**src/rtl/mem_access_pkg.sv**
```systemverilog
// mem_access_pkg: shared types and helpers for the load/store memory stage.
//   mem_op_e    - request operation (LOAD/STORE)
//   mem_size_e  - access size encoding (BYTE/WORD/DWORD/ILLEGAL)
//   mem_state_e - control FSM states (IDLE/BUS0/BUS1/RESP)
//   size_bytes  - access size to byte count (0 for ILLEGAL)
package mem_access_pkg;

  typedef enum logic {
    LOAD  = 1'b0,
    STORE = 1'b1
  } mem_op_e;

  typedef enum logic [1:0] {
    BYTE    = 2'b00,
    WORD    = 2'b01,
    DWORD   = 2'b10,
    ILLEGAL = 2'b11
  } mem_size_e;

  typedef enum logic [1:0] {
    IDLE = 2'd0,
    BUS0 = 2'd1,
    BUS1 = 2'd2,
    RESP = 2'd3
  } mem_state_e;

  function automatic logic [2:0] size_bytes(input mem_size_e s);
    case (s)
      BYTE:    size_bytes = 3'd1;
      WORD:    size_bytes = 3'd2;
      DWORD:   size_bytes = 3'd4;
      default: size_bytes = 3'd0;
    endcase
  endfunction

endpackage

```
**src/rtl/mem_lane_align.sv**
```systemverilog
// mem_lane_align: purely combinational lane steering for one access.
// Ports:
//   off        [1:0]  byte offset within the dword
//   size       [1:0]  mem_size_e encoding
//   half              0 = first bus cycle, 1 = second half of a split access
//   wdata      [31:0] right-justified store data
//   rdata      [31:0] read data of the current bus cycle
//   rdata_lo   [31:0] read data captured from the first half of a split load
//   byte_en    [3:0]  lane enables for the current bus cycle
//   wdata_lane [31:0] lane-positioned store data for the current bus cycle
//   load_data  [31:0] extracted/merged load result, zero-extended
//   split             access straddles a dword boundary
module mem_lane_align
  import mem_access_pkg::*;
(
  input  logic [1:0]  off,
  input  logic [1:0]  size,
  input  logic        half,
  input  logic [31:0] wdata,
  input  logic [31:0] rdata,
  input  logic [31:0] rdata_lo,
  output logic [3:0]  byte_en,
  output logic [31:0] wdata_lane,
  output logic [31:0] load_data,
  output logic        split
);

  logic [2:0]  nbytes;
  logic [3:0]  mask4;
  logic [7:0]  be_span;
  logic [63:0] w_span;
  logic [63:0] r_span;
  logic [63:0] r_shift;
  logic [31:0] dmask;

  assign nbytes = size_bytes(mem_size_e'(size));

  always_comb begin
    mask4 = 4'b0000;
    case (mem_size_e'(size))
      BYTE:    mask4 = 4'b0001;
      WORD:    mask4 = 4'b0011;
      DWORD:   mask4 = 4'b1111;
      default: mask4 = 4'b0000;
    endcase
  end

  // Positioning the access across an 8-lane (two dword) window gives both
  // halves at once: the low dword is the first bus cycle, the high dword is
  // the remainder that spills into the next dword.
  assign be_span = {4'b0000, mask4} << off;
  assign w_span  = {32'd0, wdata} << {off, 3'b000};

  assign byte_en    = half ? be_span[7:4] : be_span[3:0];
  assign wdata_lane = half ? w_span[63:32] : w_span[31:0];

  // Read merge: for the second half, the current read data forms the upper
  // dword of the window and the captured first-half data the lower.
  assign r_span  = half ? {rdata, rdata_lo} : {32'd0, rdata};
  assign r_shift = r_span >> {off, 3'b000};
  assign dmask   = {{8{mask4[3]}}, {8{mask4[2]}}, {8{mask4[1]}}, {8{mask4[0]}}};

  assign load_data = r_shift[31:0] & dmask;
  assign split     = ({1'b0, off} + nbytes) > 3'd4;

endmodule

```
**src/rtl/mem_access_unit.sv**
```systemverilog
// mem_access_unit: load/store memory stage. Converts one byte-addressed
// LOAD/STORE request at a time into aligned 32-bit bus cycles with byte
// enables, splits dword-crossing accesses into two bus cycles, aborts on a
// bus timeout and returns load data or a fault.
//
// Configuration macro: MEM_ACCESS_ALIGN_CHECK_EN
//   defined   - any dword-crossing access faults without a bus cycle; the
//               second-half bus cycle logic is compiled out.
//   undefined - dword-crossing accesses are split into two bus cycles.
//
// Parameters:
//   TIMEOUT_CYCLES  wait-state cycles tolerated per bus cycle (1..255)
// Ports:
//   clk, rst_n                 clock, async active-low reset
//   req_valid/req_ready        request handshake
//   req_op, req_size, req_addr, req_wdata   request fields
//   mem_addr, mem_read, mem_write, mem_byte_en, mem_wdata   bus outputs
//   mem_rdata, mem_ready       bus read data and cycle completion
//   rsp_valid/rsp_ready        response handshake
//   rsp_rdata, rsp_fault       response fields
//   state_dbg                  current FSM state (mem_state_e encoding)
//
// Handshakes: a transfer happens on a rising edge where valid && ready are
// both high. Once valid is asserted its payload is held stable until the
// transfer. req_ready is high exactly in IDLE, rsp_valid exactly in RESP.
module mem_access_unit
  import mem_access_pkg::*;
#(
  parameter int unsigned TIMEOUT_CYCLES = 16
) (
  input  logic        clk,
  input  logic        rst_n,
  input  logic        req_valid,
  output logic        req_ready,
  input  logic        req_op,
  input  logic [1:0]  req_size,
  input  logic [31:0] req_addr,
  input  logic [31:0] req_wdata,
  output logic [31:0] mem_addr,
  output logic        mem_read,
  output logic        mem_write,
  output logic [3:0]  mem_byte_en,
  output logic [31:0] mem_wdata,
  input  logic [31:0] mem_rdata,
  input  logic        mem_ready,
  output logic        rsp_valid,
  input  logic        rsp_ready,
  output logic [31:0] rsp_rdata,
  output logic        rsp_fault,
  output logic [1:0]  state_dbg
);

  localparam logic [7:0] TMO_LIMIT = 8'(TIMEOUT_CYCLES);

  mem_state_e  state;
  mem_op_e     op_q;
  logic [1:0]  size_q;
  logic [1:0]  off_q;
  logic [29:0] addr_q;
  logic [31:0] wdata_q;
  logic [31:0] lo_q;
  logic [7:0]  tmo_cnt;
  logic        rd_q;
  logic        wr_q;
  logic [31:0] rsp_rdata_q;
  logic        rsp_fault_q;

  logic        in_bus;
  logic        half;
  logic [3:0]  al_be;
  logic [31:0] al_wdata;
  logic [31:0] al_load;
  logic        al_split;
  logic        tmo_hit;
  logic        req_bad;

  assign half = (state == BUS1);

  mem_lane_align u_align (
    .off        (off_q),
    .size       (size_q),
    .half       (half),
    .wdata      (wdata_q),
    .rdata      (mem_rdata),
    .rdata_lo   (lo_q),
    .byte_en    (al_be),
    .wdata_lane (al_wdata),
    .load_data  (al_load),
    .split      (al_split)
  );

`ifdef MEM_ACCESS_ALIGN_CHECK_EN
  logic req_misaligned;
  assign req_misaligned =
    ({1'b0, req_addr[1:0]} + size_bytes(mem_size_e'(req_size))) > 3'd4;
  assign req_bad = (mem_size_e'(req_size) == ILLEGAL) || req_misaligned;
`else
  assign req_bad = (mem_size_e'(req_size) == ILLEGAL);
`endif

  // Address, enables and data come straight from the captured request and
  // are only driven while a bus cycle is in progress, so they are stable
  // for the whole cycle and zero otherwise.
  assign in_bus      = (state == BUS0) || (state == BUS1);
  assign mem_addr    = !in_bus ? 32'd0 :
                       half    ? {addr_q + 30'd1, 2'b00} : {addr_q, 2'b00};
  assign mem_byte_en = in_bus ? al_be : 4'b0000;
  assign mem_wdata   = (in_bus && op_q == STORE) ? al_wdata : 32'd0;
  assign mem_read    = rd_q;
  assign mem_write   = wr_q;

  assign req_ready = (state == IDLE);
  assign rsp_valid = (state == RESP);
  assign rsp_rdata = rsp_rdata_q;
  assign rsp_fault = rsp_fault_q;
  assign state_dbg = state;

  assign tmo_hit = (tmo_cnt + 8'd1) == TMO_LIMIT;

  always_ff @(posedge clk or negedge rst_n) begin
    if (!rst_n) begin
      state       <= IDLE;
      op_q        <= LOAD;
      size_q      <= 2'b00;
      off_q       <= 2'b00;
      addr_q      <= 30'd0;
      wdata_q     <= 32'd0;
      lo_q        <= 32'd0;
      tmo_cnt     <= 8'd0;
      rd_q        <= 1'b0;
      wr_q        <= 1'b0;
      rsp_rdata_q <= 32'd0;
      rsp_fault_q <= 1'b0;
    end else begin
      case (state)
        IDLE: begin
          if (req_valid) begin
            op_q    <= mem_op_e'(req_op);
            size_q  <= req_size;
            off_q   <= req_addr[1:0];
            addr_q  <= req_addr[31:2];
            wdata_q <= req_wdata;
            tmo_cnt <= 8'd0;
            if (req_bad) begin
              state       <= RESP;
              rsp_rdata_q <= 32'd0;
              rsp_fault_q <= 1'b1;
            end else begin
              state <= BUS0;
              rd_q  <= (mem_op_e'(req_op) == LOAD);
              wr_q  <= (mem_op_e'(req_op) == STORE);
            end
          end
        end
        BUS0: begin
          if (mem_ready) begin
            tmo_cnt <= 8'd0;
`ifndef MEM_ACCESS_ALIGN_CHECK_EN
            if (al_split) begin
              state <= BUS1;
              lo_q  <= mem_rdata;
            end else
`endif
            begin
              state       <= RESP;
              rd_q        <= 1'b0;
              wr_q        <= 1'b0;
              rsp_rdata_q <= (op_q == LOAD) ? al_load : 32'd0;
              rsp_fault_q <= 1'b0;
            end
          end else if (tmo_hit) begin
            state       <= RESP;
            rd_q        <= 1'b0;
            wr_q        <= 1'b0;
            rsp_rdata_q <= 32'd0;
            rsp_fault_q <= 1'b1;
          end else begin
            tmo_cnt <= tmo_cnt + 8'd1;
          end
        end
`ifndef MEM_ACCESS_ALIGN_CHECK_EN
        BUS1: begin
          // A timeout here leaves the first half of a store already written.
          if (mem_ready || tmo_hit) begin
            state       <= RESP;
            rd_q        <= 1'b0;
            wr_q        <= 1'b0;
            rsp_rdata_q <= (mem_ready && op_q == LOAD) ? al_load : 32'd0;
            rsp_fault_q <= !mem_ready;
          end else begin
            tmo_cnt <= tmo_cnt + 8'd1;
          end
        end
`endif
        RESP: begin
          if (rsp_ready) begin
            state       <= IDLE;
            rsp_rdata_q <= 32'd0;
            rsp_fault_q <= 1'b0;
          end
        end
        default: state <= IDLE;
      endcase
    end
  end

endmodule

```
**config.mk**
```make
export PLATFORM = sky130hd
export DESIGN_NAME = mem_access_unit
export DESIGN_NICKNAME = d
export VERILOG_FILES = /design/src/rtl/mem_access_pkg.sv /design/src/rtl/mem_lane_align.sv /design/src/rtl/mem_access_unit.sv
export SDC_FILE = /design/constraint.sdc
export NUM_CORES = 1
export LEC_CHECK = 0
export CAP_MARGIN = 20
export CORE_MARGIN = 4
export CORE_UTILIZATION = 46
export CTS_CLUSTER_DIAMETER = 200
export DETAILED_ROUTE_END_ITERATION = 8
export GPL_ROUTABILITY_DRIVEN = 0
export PLACE_DENSITY_LB_ADDON = 0.15
export SLEW_MARGIN = 20
export SYNTH_ARGS = -nofsm -noshare
export SYNTH_HDL_FRONTEND = slang
export SYNTH_SLANG_ARGS = --single-unit
export TNS_END_PERCENT = 10
```
**constraint.sdc**
```tcl
create_clock -name clk -period 2.9 [get_ports clk]
set_input_delay 0.725 -clock clk [delete_from_list [all_inputs] [get_ports clk]]
set_output_delay 0.725 -clock clk [all_outputs]
set_load 0.05 [all_outputs]
```
* Word level (Yosys, flattened, before mapping)
Index checks and enable logic that the tools add are counted.
** Operators by class
- Shifts and indexed selects :: 3
- $mul :: 0
- Equality and inequality tests :: 16
- Mux-type cells :: 49
- Bitwise gates (word level) :: 3
- Add/sub/neg operators :: 3
- Reduce and logical (&&, ||, !) cells :: 14
- Magnitude comparators :: 1
- Divide/modulo/power cells :: 0
** Operators by type and width (count)
- 2-to-1 mux 32 bit :: 13
- case mux 32 bit (4 select lines) :: 1
- 2-to-1 mux 64 bit :: 1
- << shifter 32 x 5 -> 64 bit :: 1
- right shift 64 x 5 -> 32 bit :: 1
- bitwise AND 32 bit :: 1
- 2-to-1 mux 8 bit :: 4
- adder 30 x 1 -> 30 bit, second input constant :: 1
- case mux 8 bit (3 select lines) :: 1
- 2-to-1 mux 1 bit :: 15
- 2-to-1 mux 2 bit :: 6
- case mux 4 bit (3 select lines) :: 1
- AND reduction 6 bit :: 2
- != test 3 bit, second input constant :: 3
- case mux 3 bit (3 select lines) :: 1
- adder 8 x 1 -> 8 bit, second input constant :: 1
- equality test 2 bit, second input constant :: 4
- equality test 8 x 5 -> 1 bit, second input constant :: 1
- 2-to-1 mux 4 bit :: 2
- case mux 2 bit (4 select lines) :: 1
- AND reduction 4 bit :: 2
- << shifter 4 x 2 -> 8 bit :: 1
- != test 2 x 1 -> 1 bit, second input constant :: 3
- != test 2 bit, second input constant :: 3
- 13 further kinds :: 19
** Storage, ports and cells
- Latch bits :: 0
- Memory bits (read-only) :: 0
- Bits in writable memories :: 0
- Bits in registers :: 144
- Input port bits :: 104
- Output and inout port bits :: 107
- Memories kept :: 0

* Depth between registers and ports, before layout
- Depth after elaboration :: 8
- Depth in mapped cells :: 12
- Depth with buffers taken out :: 10

* Hierarchy
A second synthesis with hierarchy kept.
** Second synthesis, totals
- Cell total of the unflattened synthesis :: 907
- Area, all modules :: 9371.5 sq um
** Modules (own cells, without submodules)
- mem_access_unit :: cells an instance 600, area an instance 6912.9 sq um, instances 1, sequential area each 3603.5 sq um
- mem_lane_align :: cells an instance 307, area an instance 2458.6 sq um, instances 1, sequential area each 0.0 sq um

* Worst setup path before layout
OpenSTA, ideal clock, no wires.
- Path kind :: register -> output
- Start point :: register state[0] (netlist: state_dbg[0])
- End point :: output port mem_wdata[24]
- Slack :: -1.051 ns
- Arrival time :: 3.226 ns
- Cell stages (with the launch flop) :: 9
- Buffers on the path :: 3
- Cell sequence :: dfrtp_1 -> inv_1 -> ha_1 -> buf_2 -> inv_1 -> clkbuf_1 -> nand3_1 -> buf_1 -> a211oi_1
** On the way
- Cells in the longest elaborated chain, start to end :: 4
** RTL lines
- from (decl) :: RTL line mem_access_unit.sv:55 : mem_state_e state;
- from (signal assigned) :: RTL line mem_access_unit.sv:122 : state <= IDLE;
- from (signal assigned) :: RTL line mem_access_unit.sv:145 : state <= RESP;
- from (signal assigned) :: RTL line mem_access_unit.sv:149 : state <= BUS0;
- equality test 2 x 1 -> 1 bit / equality test 2 bit (equally long branches) :: RTL line mem_access_unit.sv:104, mem_access_unit.sv:77
- logical OR 1 bit :: RTL line mem_access_unit.sv:104 : assign in_bus = (state == BUS0) || (state == BUS1);
- logical AND 1 bit :: RTL line mem_access_unit.sv:108 : assign mem_wdata = (in_bus && op_q == STORE) ? al_wdata : 32'd0;
- 2-to-1 mux 32 bit * :: RTL line mem_access_unit.sv:108
- to (decl) :: RTL line mem_access_unit.sv:43 : output logic [31:0] mem_wdata,
Mark *: on every way between the ends. The rest lies on a longest branch, timed or not.

* Final worst setup path
- Start point :: register addr_q[11]
- End point :: output port mem_addr[28]
** On the way
- Cells in the longest elaborated chain, start to end :: 3
** RTL lines
- from (decl) :: RTL line mem_access_unit.sv:59 : logic [29:0] addr_q;
- from (signal assigned) :: RTL line mem_access_unit.sv:141 : addr_q <= req_addr[31:2];
- adder 30 x 1 -> 30 bit :: RTL line mem_access_unit.sv:106 : half ? {addr_q + 30'd1, 2'b00} : {addr_q, 2'b00};
- 2-to-1 mux 32 bit :: RTL line mem_access_unit.sv:106
- 2-to-1 mux 32 bit :: RTL line mem_access_unit.sv:105 : assign mem_addr = !in_bus ? 32'd0 :
- to (decl) :: RTL line mem_access_unit.sv:39 : output logic [31:0] mem_addr,
No other way between the ends.

==> metrics.cfg <==
[run_status]
status = finished, violations left
violations = negative setup slack

[global_route]
gr-total-overflow = 0
antenna_found_initial = 0
grt.total_usage_pct = 24.8
grt_max_degree = 61
first_global_vias = 8010
grt_pass1_wl_mm = 42.8

[timing]
slew_headroom_pct = 48.7
rsz0062_at_grt = yes
hold_viol = 0
setup_ws_ps = -208
fin_crit_ps = 3110
finalSetupViolCount = 17
worst_slew_pin_slew_ps = 770
fin_crit_sh_pct = 107
finalClockSkew_ps = 6.92
timing.final.max_slew_violations = 0
fin_setup_tns_ps = -1180
fmax_ghz = 0.322

[floorplanning]
die_x_um = 146
die_area_um2 = 21400
core-area_um2 = 18800
fp.dieH_um = 146
io_pins = 211
placementRows = 50
start_util_pct = 46.9

[placed_design]
dpl.hpwl_mm = 19.3
place_area_um2 = 12300
port_buffers = 208
place_inst = 1304

[routing]
drc_errors = 0
dr.pass1.iters = 5
wl_per_cell_um = 19.8
route.final.wire_length_mm = 26.9
viasPerCell = 5.72
vias = 7769
drt_first_iter_violations = 440
ant_nets = 0

[clock_tree]
cts_buffers = 17
clock_sinks = 144
clk_path_buf_depth = 2
clock-root-buffer = clkbuf_16
h-tree-depth = 4
cts_tree = yes
insertion_delay_ps = 420
cts.clk_slew.worst_paths_ps = 60

[worst_setup_path]
worstPathArrival_ps = 2380
crit_start = addr_q[11]$_DFFE_PN0P_
path_cells = nand3_1 -> or4_4 -> or4_4 -> xor2_2 -> nor2_4 -> buf_12
worstSetupPathType = flip-flop to output port
cp_num_cells = 6
path_common_cell = or4_4
crit_fanout = 6
critPathCaptureType = output port
slowest_stage = or4_4
ff2ff_path_depth = 9
cpLargestDelayFamily = simple AND/OR/NAND/NOR gates
rr_endpoint = tmo_cnt[4]$_DFFE_PN0P_
path_buf_inv = 1
startpoint_type = flip-flop
rrSetupSlack_ps = 150
rr_startpoint = state_dbg[0]$_DFFE_PN0P_
cp-endpoint = mem_addr[28]
cp_slowest_stage_delay_ps = 570
critPathRequiredTime_ps = 2170

[synth]
synth_edf_count = 0
yosysTopAreaCell = dfrtp_1
synth_top_area_share_pct = 41.0
synthesis.area_um2 = 8800
yosys-top-cells-count = dfrtp_1, mux2_2, nor2_1
yosys-top-cells-area = dfrtp_1, mux2_2, mux2i_1
synth_seq_area_share_pct = 41.0
avgSynthCellArea_um2 = 10.1
synth-seq-cells = 144
syn_inst = 871
ys_types = 52
async_flop_share_pct = 100
synthFlopType = dfrtp_1
yosysWarnings = 0
yosysMostFrequentCell = dfrtp_1

[final_layout]
area.growth.synth_to_final_pct = 51.6
drive_gt1_share_pct = 35.0
antennaDiodeCount = 0
fin_cells = 1358
fin_nets = 1227
fin_util_pct = 71.1
n_fill_cell = 1390
design_area_um2 = 13300

[power]
peakVddDrop_mv = 0.938
p_per_area_nw_per_um2 = 1370
p_leak_nw = 5.48

[hold_path]
hp-class = input pin to async pin

[run]
maxCapViolCount = 0

repair_timing:
| action | in CTS | in global routing |
|---|---|---|
| pin swaps | 7 | 6 |
| endpoints found under the hold margin | 0 | 0 |
| buffers inserted | 17 | 2 |
| endpoints found under the setup margin | 61 | 61 |
| hold buffers | 0 | 0 |
| cloned | 2 | 0 |
| resized for setup | 18 | 32 |
worst reg2reg max path: cells and delay by family (launching register included):
kind                       cells  cell delay (ps)
and+or+nand+nor                3             1220
AOI/OAI and AO/OA              1              230
adders and majority gates      1              160
buffers and inverters          4              670
DFF                            1              400
per-stage QoR:
stage	setup WS, ps	hold slack [ps]	power, mW
floorplan	-169	429	10.9
global placement	86.0	470	15.3
detailed placement	64.1	475	15.4
CTS	-217	289	18.0
global route	-308	306	19.2
finish	-208	264	18.3
cell type report:
| type | count | area, um2 | area share [%] |
|---|---|---|---|
| Tap cell | 234 | 293 | 2.20 |
| Inverter | 23 | 90.1 | 0.675 |
| Clock inverter | 13 | 113 | 0.844 |
| Timing Repair Buffer | 278 | 3400 | 25.5 |
| Sequential cell | 144 | 3610 | 27.1 |
| Clock buffer | 19 | 453 | 3.40 |
| Multi-Input combinational cell | 647 | 5370 | 40.3 |
layout by cell type (no fill, tap or decap), types with 8 or more instances in the layout:
master	n
clkdlybuf4s50_1	141
dfrtp_1	139
mux2_2	118
buf_12	69
nand2_1	68
buf_4	57
mux2i_1	56
nor2_1	55
a21oi_1	28
o2bb2ai_1	26
a22o_1	25
o21ai_0	21
inv_1	20
nor2_2	20
nand3_1	19
clkbuf_16	17
nor2_4	14
xor2_1	13
nor2b_1	12
nor3_1	11
xnor2_1	11
a22oi_1	10
nand4_1	10
o22ai_1	10
a211oi_1	10
mux2i_2	9
a31oi_1	9
ha_1	9
a211oi_4	8
mux4_2	8
buf_6	8
sequential cells by signal, summed over array words and instances (netlist names):
| signal | flops |
|---|---|
| mem_write | 1 |
| size_q | 2 |
| addr_q | 30 |
| wdata_q | 32 |
| lo_q | 32 |
| rsp_fault | 1 |
| state_dbg | 2 |
| mem_read | 1 |
| op_q | 1 |
| rsp_rdata | 32 |
| tmo_cnt | 8 |
| off_q | 2 |
metal layers:
metal	global-route usage (%)	vias to the layer above	wire length, um
li1	-	3638	-
met1	30.9	3850	11000
met2	41.2	250	13100
met3	8.60	31	2140
met4	7.10	0	612
met5	0	-	0
logic make-up (layout without fill, tap and decap cells):
logic type | count (synthesis) | count (layout) | share of synthesized area (%)
buf+inv | 81 | 333 | 3.78
other cells | 1 | 2 | 0.0426
fa+ha+maj | 12 | 12 | 1.79
flops | 144 | 144 | 41.0
simple gates | 250 | 250 | 13.1
mux | 191 | 191 | 24.5
compound gates | 166 | 166 | 13.2
xor+xnor | 26 | 26 | 2.59
worst min path at each step:
stage                                endpoint  cells past startpoint  slack (ps)                      start
finish                 tmo_cnt[6]$_DFFE_PN0P_                      1         260                      rst_n
global route           tmo_cnt[6]$_DFFE_PN0P_                      1         310                      rst_n
CTS                    addr_q[16]$_DFFE_PN0P_                      1         290                      rst_n
detailed placement   rsp_rdata[2]$_DFFE_PN0P_                      1         480   rsp_rdata[2]$_DFFE_PN0P_
global placement    rsp_rdata[13]$_DFFE_PN0P_                      1         470  rsp_rdata[13]$_DFFE_PN0P_
floorplan               addr_q[0]$_DFFE_PN0P_                      0         430                      rst_n
report_power, final:
group / internal, mW / switching [mW] / total [mW]
Combinational: 5.62 / 6.95 / 12.6
Sequential: 2.83 / 0.746 / 3.57
Clock: 1.22 / 0.899 / 2.12
(Power assumes the default switching activity.)
